--- config.mk ---
export PLATFORM = sky130hd
export DESIGN_NAME = sync_fifo_rd_stream
export DESIGN_NICKNAME = d
export VERILOG_FILES = /design/src/rtl/sync_fifo_pkg.sv /design/src/rtl/sync_fifo_rd_pipe.sv /design/src/rtl/sync_fifo_rd_stream.sv
export SDC_FILE = /design/constraint.sdc
export NUM_CORES = 1
export LEC_CHECK = 0
export BUFFER_PORTS_ARGS = -buffer_cell sky130_fd_sc_hd__buf_2
export CAP_MARGIN = 10
export CELL_PAD_IN_SITES_DETAIL_PLACEMENT = 1
export CELL_PAD_IN_SITES_GLOBAL_PLACEMENT = 1
export CORE_MARGIN = 1.5
export CORE_UTILIZATION = 45
export CTS_CLUSTER_DIAMETER = 80
export CTS_CLUSTER_SIZE = 16
export DETAILED_ROUTE_END_ITERATION = 10
export MAX_ROUTING_LAYER = met4
export PLACE_DENSITY = 0.75
export SLEW_MARGIN = 5
export SYNTH_ARGS = -nofsm -noshare
export SYNTH_HDL_FRONTEND = slang
export SYNTH_SLANG_ARGS = --single-unit
export TNS_END_PERCENT = 30
--- constraint.sdc ---
create_clock -name rclk -period 4.1 [get_ports rclk]
set_input_delay 0.82 -clock rclk [delete_from_list [all_inputs] [get_ports rclk]]
set_output_delay 0.82 -clock rclk [all_outputs]
set_load 0.02 [all_outputs]
--- src/rtl/sync_fifo_pkg.sv ---
// sync_fifo_pkg: shared state type and width helpers for the sync_fifo read side
package sync_fifo_pkg;
  typedef enum logic {RUN, FLUSH} rd_stream_state_t;
  function automatic int cnt_w(int n);
    return $clog2(n + 1);
  endfunction
  function automatic int ptr_w(int n);
    return (n > 1) ? $clog2(n) : 1;
  endfunction
endpackage

--- src/rtl/sync_fifo_rd_pipe.sv ---
// sync_fifo_rd_pipe: RD_LAT-deep valid shift register marking when an issued read returns
module sync_fifo_rd_pipe #(
  parameter int RD_LAT = 1
) (
  input  logic rclk,
  input  logic kill,
  input  logic issue,
  output logic ret_valid
);
  logic [RD_LAT-1:0] sr;
  always_ff @(posedge rclk) sr <= kill ? '0 : (sr << 1) | RD_LAT'(issue);
  assign ret_valid = sr[RD_LAT-1];
endmodule

--- src/rtl/sync_fifo_rd_stream.sv ---
// sync_fifo_rd_stream: FIFO read port to valid/ready stream with credit-based prefetch buffer
module sync_fifo_rd_stream
  import sync_fifo_pkg::*;
#(
  parameter int DW = 32,
  parameter int RD_LAT = 1,
  localparam int BD = RD_LAT + 2,
  localparam int LW = cnt_w(BD),
  localparam int IW = cnt_w(RD_LAT),
  localparam int PW = ptr_w(BD)
) (
  input  logic          rclk,
  input  logic          rst,
  input  logic          fifo_empty,
  output logic          fifo_renable,
  input  logic [DW-1:0] fifo_rdata,
  input  logic          flush,
  output logic          m_valid,
  output logic [DW-1:0] m_data,
  input  logic          m_ready,
  output logic [LW-1:0] level
);
  rd_stream_state_t state, state_n;
  logic [IW-1:0] inflight, discard, discard_n;
  logic [PW-1:0] head, tail;
  logic [DW-1:0] mem [BD];
  logic issue, ret_valid, push, pop, clear;
  function automatic logic [PW-1:0] nxt(logic [PW-1:0] p);
    return p == PW'(BD - 1) ? '0 : p + 1'b1;
  endfunction
  // credits count buffered plus in-flight words so a return always has a free slot
  assign issue = !rst && state == RUN && !fifo_empty && !flush && (int'(level) + int'(inflight) < BD);
  assign fifo_renable = issue;
  assign push = ret_valid && discard == '0;
  assign pop = m_valid && m_ready;
  assign clear = state == RUN && flush;
  assign m_valid = level != '0;
  assign m_data = mem[head];
  sync_fifo_rd_pipe #(.RD_LAT(RD_LAT)) u_pipe (
    .rclk(rclk),
    .kill(rst),
    .issue(issue),
    .ret_valid(ret_valid)
  );
  always_comb begin
    state_n = state == RUN ? (flush ? FLUSH : RUN) : (discard == '0 && inflight == '0 ? RUN : FLUSH);
    discard_n = clear ? inflight - IW'(ret_valid) : discard - IW'(ret_valid && discard != '0);
  end
  always_ff @(posedge rclk) begin
    if (rst) begin
      state <= RUN;
      inflight <= '0;
      discard <= '0;
      level <= '0;
      head <= '0;
      tail <= '0;
    end else begin
      state <= state_n;
      inflight <= inflight + IW'(issue) - IW'(ret_valid);
      discard <= discard_n;
      level <= clear ? '0 : level + LW'(push) - LW'(pop);
      head <= clear ? '0 : pop ? nxt(head) : head;
      tail <= clear ? '0 : push ? nxt(tail) : tail;
    end
  end
  always_ff @(posedge rclk) if (push) mem[tail] <= fifo_rdata;
  always_ff @(posedge rclk) if (!rst) assert (!(push && level == LW'(BD)));
endmodule
==> results of run 1 <==
## metal layers
metal | wire (um) | vias to the layer above
li1 | - | 1111
met1 | 3400 | 1132
met2 | 3870 | 45
met3 | 257 | 9
met4 | 82 | 0
met5 | 0 | -
## sequential cells by signal, summed over array words and instances (netlist names), named ones only
name	flops
mem	96
head	2
level	2
tail	2
discard	1
inflight	1
state	1
u_pipe.ret_valid	1
## cell families after synthesis
family / share of synthesized area
xor gates and xnor gates: 0.00645
AOI/OAI and AO/OA: 0.0528
and+or+nand+nor: 0.0670
muxes: 0.0786
adders and majority gates: 0.00922
DFF: 0.767
buffers and inverters: 0.0190
## layout by cell type (no fill, tap or decap), types with 3 or more instances in the layout
| cell | n |
|---|---|
| mux2i_1 | 32 |
| dfxtp_1 | 10 |
| a21oi_1 | 5 |
| ha_1 | 3 |
| buf_4 | 4 |
| o21ai_0 | 34 |
| nand2_1 | 34 |
| edfxtp_1 | 96 |
| nor2_1 | 10 |
| clkbuf_8 | 9 |
| clkinvlp_4 | 3 |
| buf_2 | 72 |
## worst min path at each step
stage,startpoint,endpoint,cells after the start
floorplan,state,state,2
global placement,state,state,2
detailed placement,state,state,2
CTS,state,state,2
global route,state,state,2
finish,state,state,2
## tightest hold or removal path: stages (launching register included)
cell	delay [ns]
dfxtp_1	0.33
o21ai_0	0.07
a21oi_1	0.06
## metrics by stage
| stage | std cells | power (mW) |
|---|---|---|
| 4_1_cts | 448 | 1.97 |
| 2_1_floorplan | 262 | 1.30 |
| 3_3_place_gp | 433 | 1.34 |
| 3_5_place_dp | 433 | 1.35 |
| 6_report | 448 | 1.95 |
| 5_1_grt | 448 | 2.02 |
## power by group
part           total [mW]  internal (mW)  switching, mW
registers            1.22           1.21         0.0100
logic              0.0995         0.0389         0.0606
clock network       0.625          0.282          0.343
total                1.95           1.53          0.414
## layout make-up
| cell class | instances | area share |
|---|---|---|
| flip-flops and latches | 108 | 0.660 |
| multi-input cells | 139 | 0.187 |
| repair buffers | 76 | 0.0825 |
| inverters | 2 | 0.00159 |
| clock inverters | 5 | 0.0129 |
| well taps | 108 | 0.0285 |
| clock buffers | 10 | 0.0270 |
==> flow_metrics.env, run 1 <==
export IMPL_wirelength_mm=7.62
export IMPL_final_area_um2=4730
export IMPL_fillers=894
export IMPL_placed_area_um2=4550
export IMPL_worst_hold_slack_ns=0.505
export IMPL_final_period_utilization=0.698
export IMPL_timing_rr_end="mem[1][30]"
export IMPL_status="completed"
export IMPL_grt_ovfl_total=0
export IMPL_slowest_stage="dfxtp_2"
export IMPL_critPathCapture="m_data[17]"
export IMPL_drive_above_1_share=0.288
export IMPL_cts_path_max_buffers=2
export IMPL_slew_headroom=0.318
export IMPL_grt_usage=0.174
export IMPL_dr_pass1_iters=4
export IMPL_syn_area_um2=4070
export IMPL_ios=73
export IMPL_dpl_hpwl_mm=4.98
export IMPL_clk_latency_ns=0.36
export IMPL_setup_violations=0
export IMPL_cts_setup_buffers=0
export IMPL_pre_cts_ws_ns=1.56
export IMPL_via_count=2297
export IMPL_worst_setup_path_end_kind="output port"
export IMPL_cts_resized=0
export IMPL_required_ns=3.28
export IMPL_gp_congestion=0.709
export IMPL_path_class="reg -> out"
export IMPL_drtIter0Drc=97
export IMPL_drc=0
export IMPL_yosys_warnings=0
export IMPL_finalNetCount=376
export IMPL_ys_types=29
export IMPL_vdd_drop_max_mv=0.228
export IMPL_seq_area_frac_synth=0.767
export IMPL_initial_core_util=0.465
export IMPL_rrSetupSlack_ns=1.91
export IMPL_post_drt_via_cell_ratio=5.13
export IMPL_synth_area_top_cells="edfxtp_1, mux2i_1, dfxtp_1"
export IMPL_grt_pass1_wl_mm=12.5
export IMPL_numPortBuffers=72
export IMPL_placementRows=34
export IMPL_drv_cap=0
export IMPL_synth_top_area_cell="edfxtp_1"
export IMPL_path_cells="mux2i_1 > o21ai_0 > buf_2"
export IMPL_die_w_um=98.1
export IMPL_grt_busiest_layer="met2"
export IMPL_grt_util_met2=0.292
export IMPL_crit_arrival_ns=2.04
export IMPL_grt_pass1_vias=2492
export IMPL_use_met3=0.0365
export IMPL_synthArstFlopShare=0
export IMPL_grt_max_degree=65
export IMPL_diodes=0
export IMPL_gr_usage_met1=0.216
export IMPL_cpLargestDelayFamily="flip-flops"
export IMPL_cts_hold_fix_buffers=0
export IMPL_ys_ff_latch=108
export IMPL_crit_buf_inv=1
export IMPL_postSynthCellCount=262
export IMPL_cts_tree="done"
export IMPL_cts_buffers=9
export IMPL_synth_ff_type="edfxtp_1"
export IMPL_synth_top_area_frac=0.708
export IMPL_die_y_um=98.1
export IMPL_routedWlPerCell_um=17.0
export IMPL_clkTransAtPathRegs_ns=0.09
export IMPL_tightestPinTransition_ns=1.02
export IMPL_regArea_um2=3130
export IMPL_timing_setup_tns_ns=0
export IMPL_core_area_um2=8760
export IMPL_antenna_found_initial=0
export IMPL_cp_depth=3
export IMPL_ant_nets=0
export IMPL_areaGrowthSynthToFinish_pct=16.3
export IMPL_clock_root_buffer="clkbuf_8"
export IMPL_synth_edf_count=96
export IMPL_drv_slew=0
export IMPL_rsz0062_at_grt="false"
export IMPL_p_leak_nw=1.58
export IMPL_crit_path_max_incr_delay_ns=1.02
export IMPL_clock_sinks=108
export IMPL_syn_area_per_cell_um2=15.5
export IMPL_powerDensity_nw_per_um2=411
export IMPL_hp_class="reg -> reg"
export IMPL_fmax_mhz=349
export IMPL_crit_fanout=32
export IMPL_synth_common_cells="edfxtp_1, nand2_1, o21ai_0, mux2i_1, dfxtp_1"
export IMPL_die_area_um2=9630
export IMPL_htreeDepth=3
export IMPL_syn_nets=302
export IMPL_final_util=0.540
export IMPL_multi_input_area_um2=887
export IMPL_r2r_start="u_pipe.ret_valid"
export IMPL_synth_most_common_cell="edfxtp_1"
export IMPL_worst_slack_ns=1.24
export IMPL_r2r_cells=3
export IMPL_skew_ns=0.0138
export IMPL_finalHoldViolCount=0
export IMPL_crit_path_start_kind="flip-flop"
export IMPL_period_minus_slack_ns=2.86
Note: power is estimated with default switching activity, not from simulation.
==> run 2: changes to the inputs <==
--- a/config.mk
+++ b/config.mk
@@ -10,12 +10,12 @@
 export CELL_PAD_IN_SITES_DETAIL_PLACEMENT = 1
 export CELL_PAD_IN_SITES_GLOBAL_PLACEMENT = 1
 export CORE_MARGIN = 1.5
-export CORE_UTILIZATION = 45
+export CORE_UTILIZATION = 41
 export CTS_CLUSTER_DIAMETER = 80
 export CTS_CLUSTER_SIZE = 16
 export DETAILED_ROUTE_END_ITERATION = 10
 export MAX_ROUTING_LAYER = met4
-export PLACE_DENSITY = 0.75
+export PLACE_DENSITY = 0.72
 export SLEW_MARGIN = 5
 export SYNTH_ARGS = -nofsm -noshare
 export SYNTH_HDL_FRONTEND = slang
==> constraint.sdc (replaced) <==
create_clock -name rclk -period 2.6 [get_ports rclk]
set_input_delay 0.52 -clock rclk [delete_from_list [all_inputs] [get_ports rclk]]
set_output_delay 0.52 -clock rclk [all_outputs]
set_load 0.02 [all_outputs]
==> run 2 against run 1 <==
  * Core utilization shrank 4.5 points
  * First-iteration DRC count unchanged
  * Wire length down 1.8%
  * Non-clock buffer count grew 4
  * Setup slack lost 0.93 ns
==> flow_metrics.env, run 2 (synthesis results as in run 1) <==
export IMPL_grt_usage=0.155
export IMPL_p_leak_nw=1.60
export IMPL_die_y_um=103
export IMPL_layout_commonest_cell="edfxtp_1"
export IMPL_slew_headroom=0.551
export IMPL_crit_arrival_ns=1.77
export IMPL_pre_cts_ws_ns=0.667
export IMPL_skew_ns=0.0107
export IMPL_fillers=992
export IMPL_clkPwrFrac=0.305
export IMPL_areaGrowthSynthToFinish_pct=17.8
export IMPL_drv_slew=0
export IMPL_gp_congestion=0.695
export IMPL_tightestPinTransition_ns=0.674
export IMPL_cell_internal_pwr_mw=2.33
export IMPL_highest_layer="met4"
export IMPL_grt_pass1_vias=2332
export IMPL_p_sw_frac=0.224
export IMPL_finalHoldViolCount=0
export IMPL_period_minus_slack_ns=2.29
export IMPL_combinationalPowerShare=0.054
export IMPL_grt_ovfl_total=0
export IMPL_crit_path_max_incr_delay_ns=0.78
export IMPL_path_cells="buf_4 > nand2_1 > o21ai_0 > buf_2"
export IMPL_clock_sinks=108
export IMPL_initial_core_util=0.421
export IMPL_routedWlPerCell_um=15.7
export IMPL_placementRows=36
export IMPL_met1_length_mm=3.30
export IMPL_crit_fanout=40
export IMPL_cts_setup_buffers=0
export IMPL_powerDensity_nw_per_um2=625
export IMPL_largest_reg_flops=96
export IMPL_drive_above_1_share=0.299
export IMPL_vdd_drop_max_mv=0.352
export IMPL_placedCellCount=462
export IMPL_cts_hold_fix_buffers=0
export IMPL_hp_class="in -> reg"
export IMPL_dpl_hpwl_mm=4.95
export IMPL_rsz0062_at_grt="false"
export IMPL_htreeDepth=3
export IMPL_worst_slack_ns=0.305
export IMPL_drtIter0Drc=97
export IMPL_route_met3_wl_um=300
export IMPL_die_w_um=103
export IMPL_final_period_utilization=0.883
export IMPL_worst_setup_path_end_kind="output port"
export IMPL_p_seq_frac=0.642
export IMPL_timing_setup_tns_ns=0
export IMPL_cts_tree="done"
export IMPL_diodes=0
export IMPL_post_drt_via_cell_ratio=4.88
export IMPL_finalNonFillerCells=477
export IMPL_cts_resized=0
export IMPL_numPortBuffers=72
export IMPL_ant_nets=0
export IMPL_path_class="reg -> out"
export IMPL_crit_path_start_kind="flip-flop"
export IMPL_required_ns=2.08
export IMPL_die_area_um2=10500
export IMPL_finalNetCount=380
export IMPL_ios=73
export IMPL_via_count=2327
export IMPL_clk_latency_ns=0.36
export IMPL_slowest_stage="dfxtp_2"
export IMPL_antenna_found_initial=0
export IMPL_crit_buf_inv=2
export IMPL_wirelength_mm=7.48
export IMPL_cts_path_max_buffers=2
export IMPL_p_total_mw=3.00
export IMPL_cpLargestDelayFamily="flip-flops"
export IMPL_fmax_mhz=436
export IMPL_clock_root_buffer="clkbuf_8"
export IMPL_core_area_um2=9680
export IMPL_grt_max_degree=41
export IMPL_dr_pass1_iters=4
export IMPL_status="completed"
export IMPL_cts_buffers=9
export IMPL_dr_wl_met2_mm=3.76
export IMPL_p_switching_mw=0.672
export IMPL_drc=0
export IMPL_final_cell_mix="edfxtp_1, buf_2, nand2_1, o21ai_0, mux2i_1"
export IMPL_drv_cap=0
export IMPL_grt_pass1_wl_mm=11.7
export IMPL_setup_violations=0
export IMPL_regMostFlops="mem"
export IMPL_clkTransAtPathRegs_ns=0.11
==> run 2: cell types whose count changed in the layout (fill, tap and decap cells not counted) <==
cell       before  now
clkbuf_1        1    0
clkinv_4        0    1
bufinv_16       1    0
buf_12          0    1
buf_4           4    7
inv_6           1    2
nor3b_4         0    1
nor3b_2         2    1
==> run 2: metal layers <==
metal,vias up,global-route usage
met5,-,-
met2,54,0.259
met4,0,0.0664
li1,1121,-
met3,7,0.0285
met1,1145,0.185
==> run 2: area by class of cell <==
type	instances	area, um2	share of cell area
tap	133	166	0.0347
clock buffer	9	124	0.0258
timing repair buffer	80	433	0.0902
clock inverter	6	48.8	0.0102
multi-input combinational	139	893	0.186
inverter	2	7.51	0.00156
sequential	108	3130	0.651
==> run 2: metrics by stage <==
step / util / cell area [um2] / hold slack, ns
floorplan: - / 4080 / 0.461
global placement: 0.478 / 4630 / 0.489
detailed placement: 0.478 / 4630 / 0.494
CTS: 0.495 / 4800 / 0.338
global route: 0.495 / 4800 / 0.336
finish: 0.495 / 4800 / 0.351
==> run 2: worst paths after layout <==
check / cells past startpoint / endpoint / slack, ns / start
max: 4 / m_data[20] / 0.31 / flip-flop
min: 1 / mem[0][29] / 0.35 / fifo_rdata[29]
max reg2reg: 3 / mem[0][23] / 0.93 / discard
min reg2reg: 2 / state / 0.51 / state
==> run 2: power groups by stage <==
| stage | Sequential [mW] | Clock, mW | Combinational [mW] |
|---|---|---|---|
| finish | 1.92 | 0.914 | 0.161 |
| global route | 1.93 | 1.00 | 0.178 |
| detailed placement | 1.96 | 0 | 0.165 |
| CTS | 1.92 | 0.943 | 0.165 |
| global placement | 1.96 | 0 | 0.157 |
| floorplan | 1.96 | 0 | 0.0860 |
==> run 3: changes to the inputs <==
--- a/config.mk
+++ b/config.mk
@@ -10,12 +10,12 @@
 export CELL_PAD_IN_SITES_DETAIL_PLACEMENT = 1
 export CELL_PAD_IN_SITES_GLOBAL_PLACEMENT = 1
 export CORE_MARGIN = 1.5
-export CORE_UTILIZATION = 41
+export CORE_UTILIZATION = 29
 export CTS_CLUSTER_DIAMETER = 80
 export CTS_CLUSTER_SIZE = 16
 export DETAILED_ROUTE_END_ITERATION = 10
 export MAX_ROUTING_LAYER = met4
-export PLACE_DENSITY = 0.72
+export PLACE_DENSITY = 0.53
 export SLEW_MARGIN = 5
 export SYNTH_ARGS = -nofsm -noshare
 export SYNTH_HDL_FRONTEND = slang
==> run 3 against run 2 <==
  * Cell count increased by 10%
  * Die area increased by 40%
  * Sequential share of layout area down 2.2 points
  * Setup slack better by 0.027 ns
  * Critical path depth stayed put
  * Largest power group unchanged
  * Fmax is 1.2% higher
  * Cell area increased by 3.5%
  * Sequential power barely moved
  * Power increased by 13%
==> flow_metrics.env, run 3 (synthesis results as in run 1) <==
export IMPL_grt_pass1_vias=2470
export IMPL_cts_resized=0
export IMPL_drc=0
export IMPL_clock_sinks=108
export IMPL_antenna_found_initial=0
export IMPL_clkTransAtPathRegs_ns=0.07
export IMPL_tightestPinTransition_ns=0.645
export IMPL_numPortBuffers=72
export IMPL_ios=73
export IMPL_post_drt_via_cell_ratio=4.42
export IMPL_p_sw_frac=0.197
export IMPL_gr_usage_met1=0.143
export IMPL_placedCellCount=511
export IMPL_required_ns=2.08
export IMPL_crit_path_max_incr_delay_ns=0.74
export IMPL_slowest_stage="dfxtp_2"
export IMPL_crit_buf_inv=2
export IMPL_cts_tree="done"
export IMPL_cell_internal_pwr_mw=2.71
export IMPL_status="completed"
export IMPL_layout_commonest_cell="edfxtp_1"
export IMPL_routedWlPerCell_um=14.8
export IMPL_p_switching_mw=0.665
export IMPL_setup_violations=0
export IMPL_grt_util_met2=0.187
export IMPL_regMostFlops="mem"
export IMPL_final_cell_mix="edfxtp_1, buf_2, nand2_1, o21ai_0, mux2i_1"
export IMPL_drv_slew=0
export IMPL_placed_area_um2=4690
export IMPL_via_count=2319
export IMPL_clkPwrFrac=0.381
export IMPL_dr_pass1_iters=4
export IMPL_clk_latency_ns=0.34
export IMPL_slew_headroom=0.570
export IMPL_skew_ns=0.00404
export IMPL_wirelength_mm=7.80
export IMPL_path_cells="buf_4 > nand2_1 > o21ai_0 > buf_2"
export IMPL_crit_fanout=38
export IMPL_die_area_um2=14800
export IMPL_rsz0062_at_grt="false"
export IMPL_diodes=0
export IMPL_grt_max_degree=39
export IMPL_die_w_um=122
export IMPL_clock_root_buffer="clkbuf_16"
export IMPL_drv_cap=0
export IMPL_finalNetCount=382
export IMPL_rrSetupSlack_ns=0.92
export IMPL_final_period_utilization=0.872
export IMPL_period_minus_slack_ns=2.27
export IMPL_core_area_um2=13800
export IMPL_use_met3=0.0291
export IMPL_htreeDepth=3
export IMPL_cpLargestDelayFamily="flip-flops"
export IMPL_crit_arrival_ns=1.75
export IMPL_grt_busiest_layer="met2"
export IMPL_powerDensity_nw_per_um2=679
export IMPL_p_leak_nw=1.66
export IMPL_finalHoldViolCount=0
export IMPL_ant_nets=0
export IMPL_path_class="reg -> out"
export IMPL_drive_above_1_share=0.299
export IMPL_gp_congestion=0.655
export IMPL_finalNonFillerCells=525
export IMPL_grt_ovfl_total=0
export IMPL_hp_class="in -> reg"
export IMPL_dpl_hpwl_mm=5.07
export IMPL_grt_usage=0.117
export IMPL_placementRows=43
export IMPL_die_y_um=122
export IMPL_grt_pass1_wl_mm=12.4
export IMPL_final_area_um2=4970
export IMPL_p_seq_frac=0.570
export IMPL_cts_hold_fix_buffers=0
export IMPL_cts_buffers=9
export IMPL_areaGrowthSynthToFinish_pct=22.0
export IMPL_cts_setup_buffers=0
export IMPL_combinationalPowerShare=0.048
export IMPL_worst_setup_path_end_kind="output port"
export IMPL_crit_path_start_kind="flip-flop"
export IMPL_fmax_mhz=441
export IMPL_cts_path_max_buffers=2
export IMPL_vdd_drop_max_mv=0.232
export IMPL_drtIter0Drc=67
export IMPL_largest_reg_flops=96
export IMPL_initial_core_util=0.296
## run 3: stage by stage
| stage | utilization | setup slack (ns) | setup TNS [ns] | hold slack [ns] | power (mW) |
|---|---|---|---|---|---|
| 6_report | 0.361 | 0.332 | 0 | 0.381 | 3.37 |
| 5_1_grt | 0.361 | 0.106 | 0 | 0.368 | 3.50 |
| 4_1_cts | 0.361 | 0.216 | 0 | 0.365 | 3.43 |
| 3_5_place_dp | 0.340 | 0.610 | 0 | 0.500 | 2.13 |
| 3_3_place_gp | 0.340 | 0.668 | 0 | 0.490 | 2.12 |
| 2_1_floorplan | - | -0.820 | -48.49 | 0.461 | 2.05 |
## run 3: worst register-to-register path, cell delays in order, from the launching register on
cell and delay [ns]:
dfxtp_1 0.32, nand2b_1 0.33, nor3b_2 0.27, buf_4 0.40
## run 3: power by group through the flow
stage	Combinational, mW	Clock, mW	Sequential (mW)
floorplan	0.0860	0	1.96
global placement	0.162	0	1.96
CTS	0.167	1.34	1.92
global route	0.182	1.40	1.93
detailed placement	0.167	0	1.96
finish	0.162	1.29	1.92
## run 3: worst paths after layout
check / from / endpoint / cells after the start
hold / removal: fifo_rdata[11] / mem[0][11] / 1
setup reg to reg: discard / mem[2][23] / 3
setup / recovery: flip-flop / m_data[21] / 4
hold reg to reg: state / state / 2
## run 3: final cells by class
type	count	area, um2
clock buffers	9	225
clock inverters	5	55.1
fillers	1475	8810
inverters	2	7.51
multi-input cells	139	893
flip-flops and latches	108	3130
well taps	180	225
repair buffers	82	435
## run 3: per-layer routing
layer | wire (um) | up-vias | share of wire
met1 | 3580 | 1137 | 0.46
met5 | 0 | - | 0
met4 | 102 | 0 | 0.013
met3 | 325 | 8 | 0.042
met2 | 3790 | 52 | 0.49
li1 | - | 1122 | -
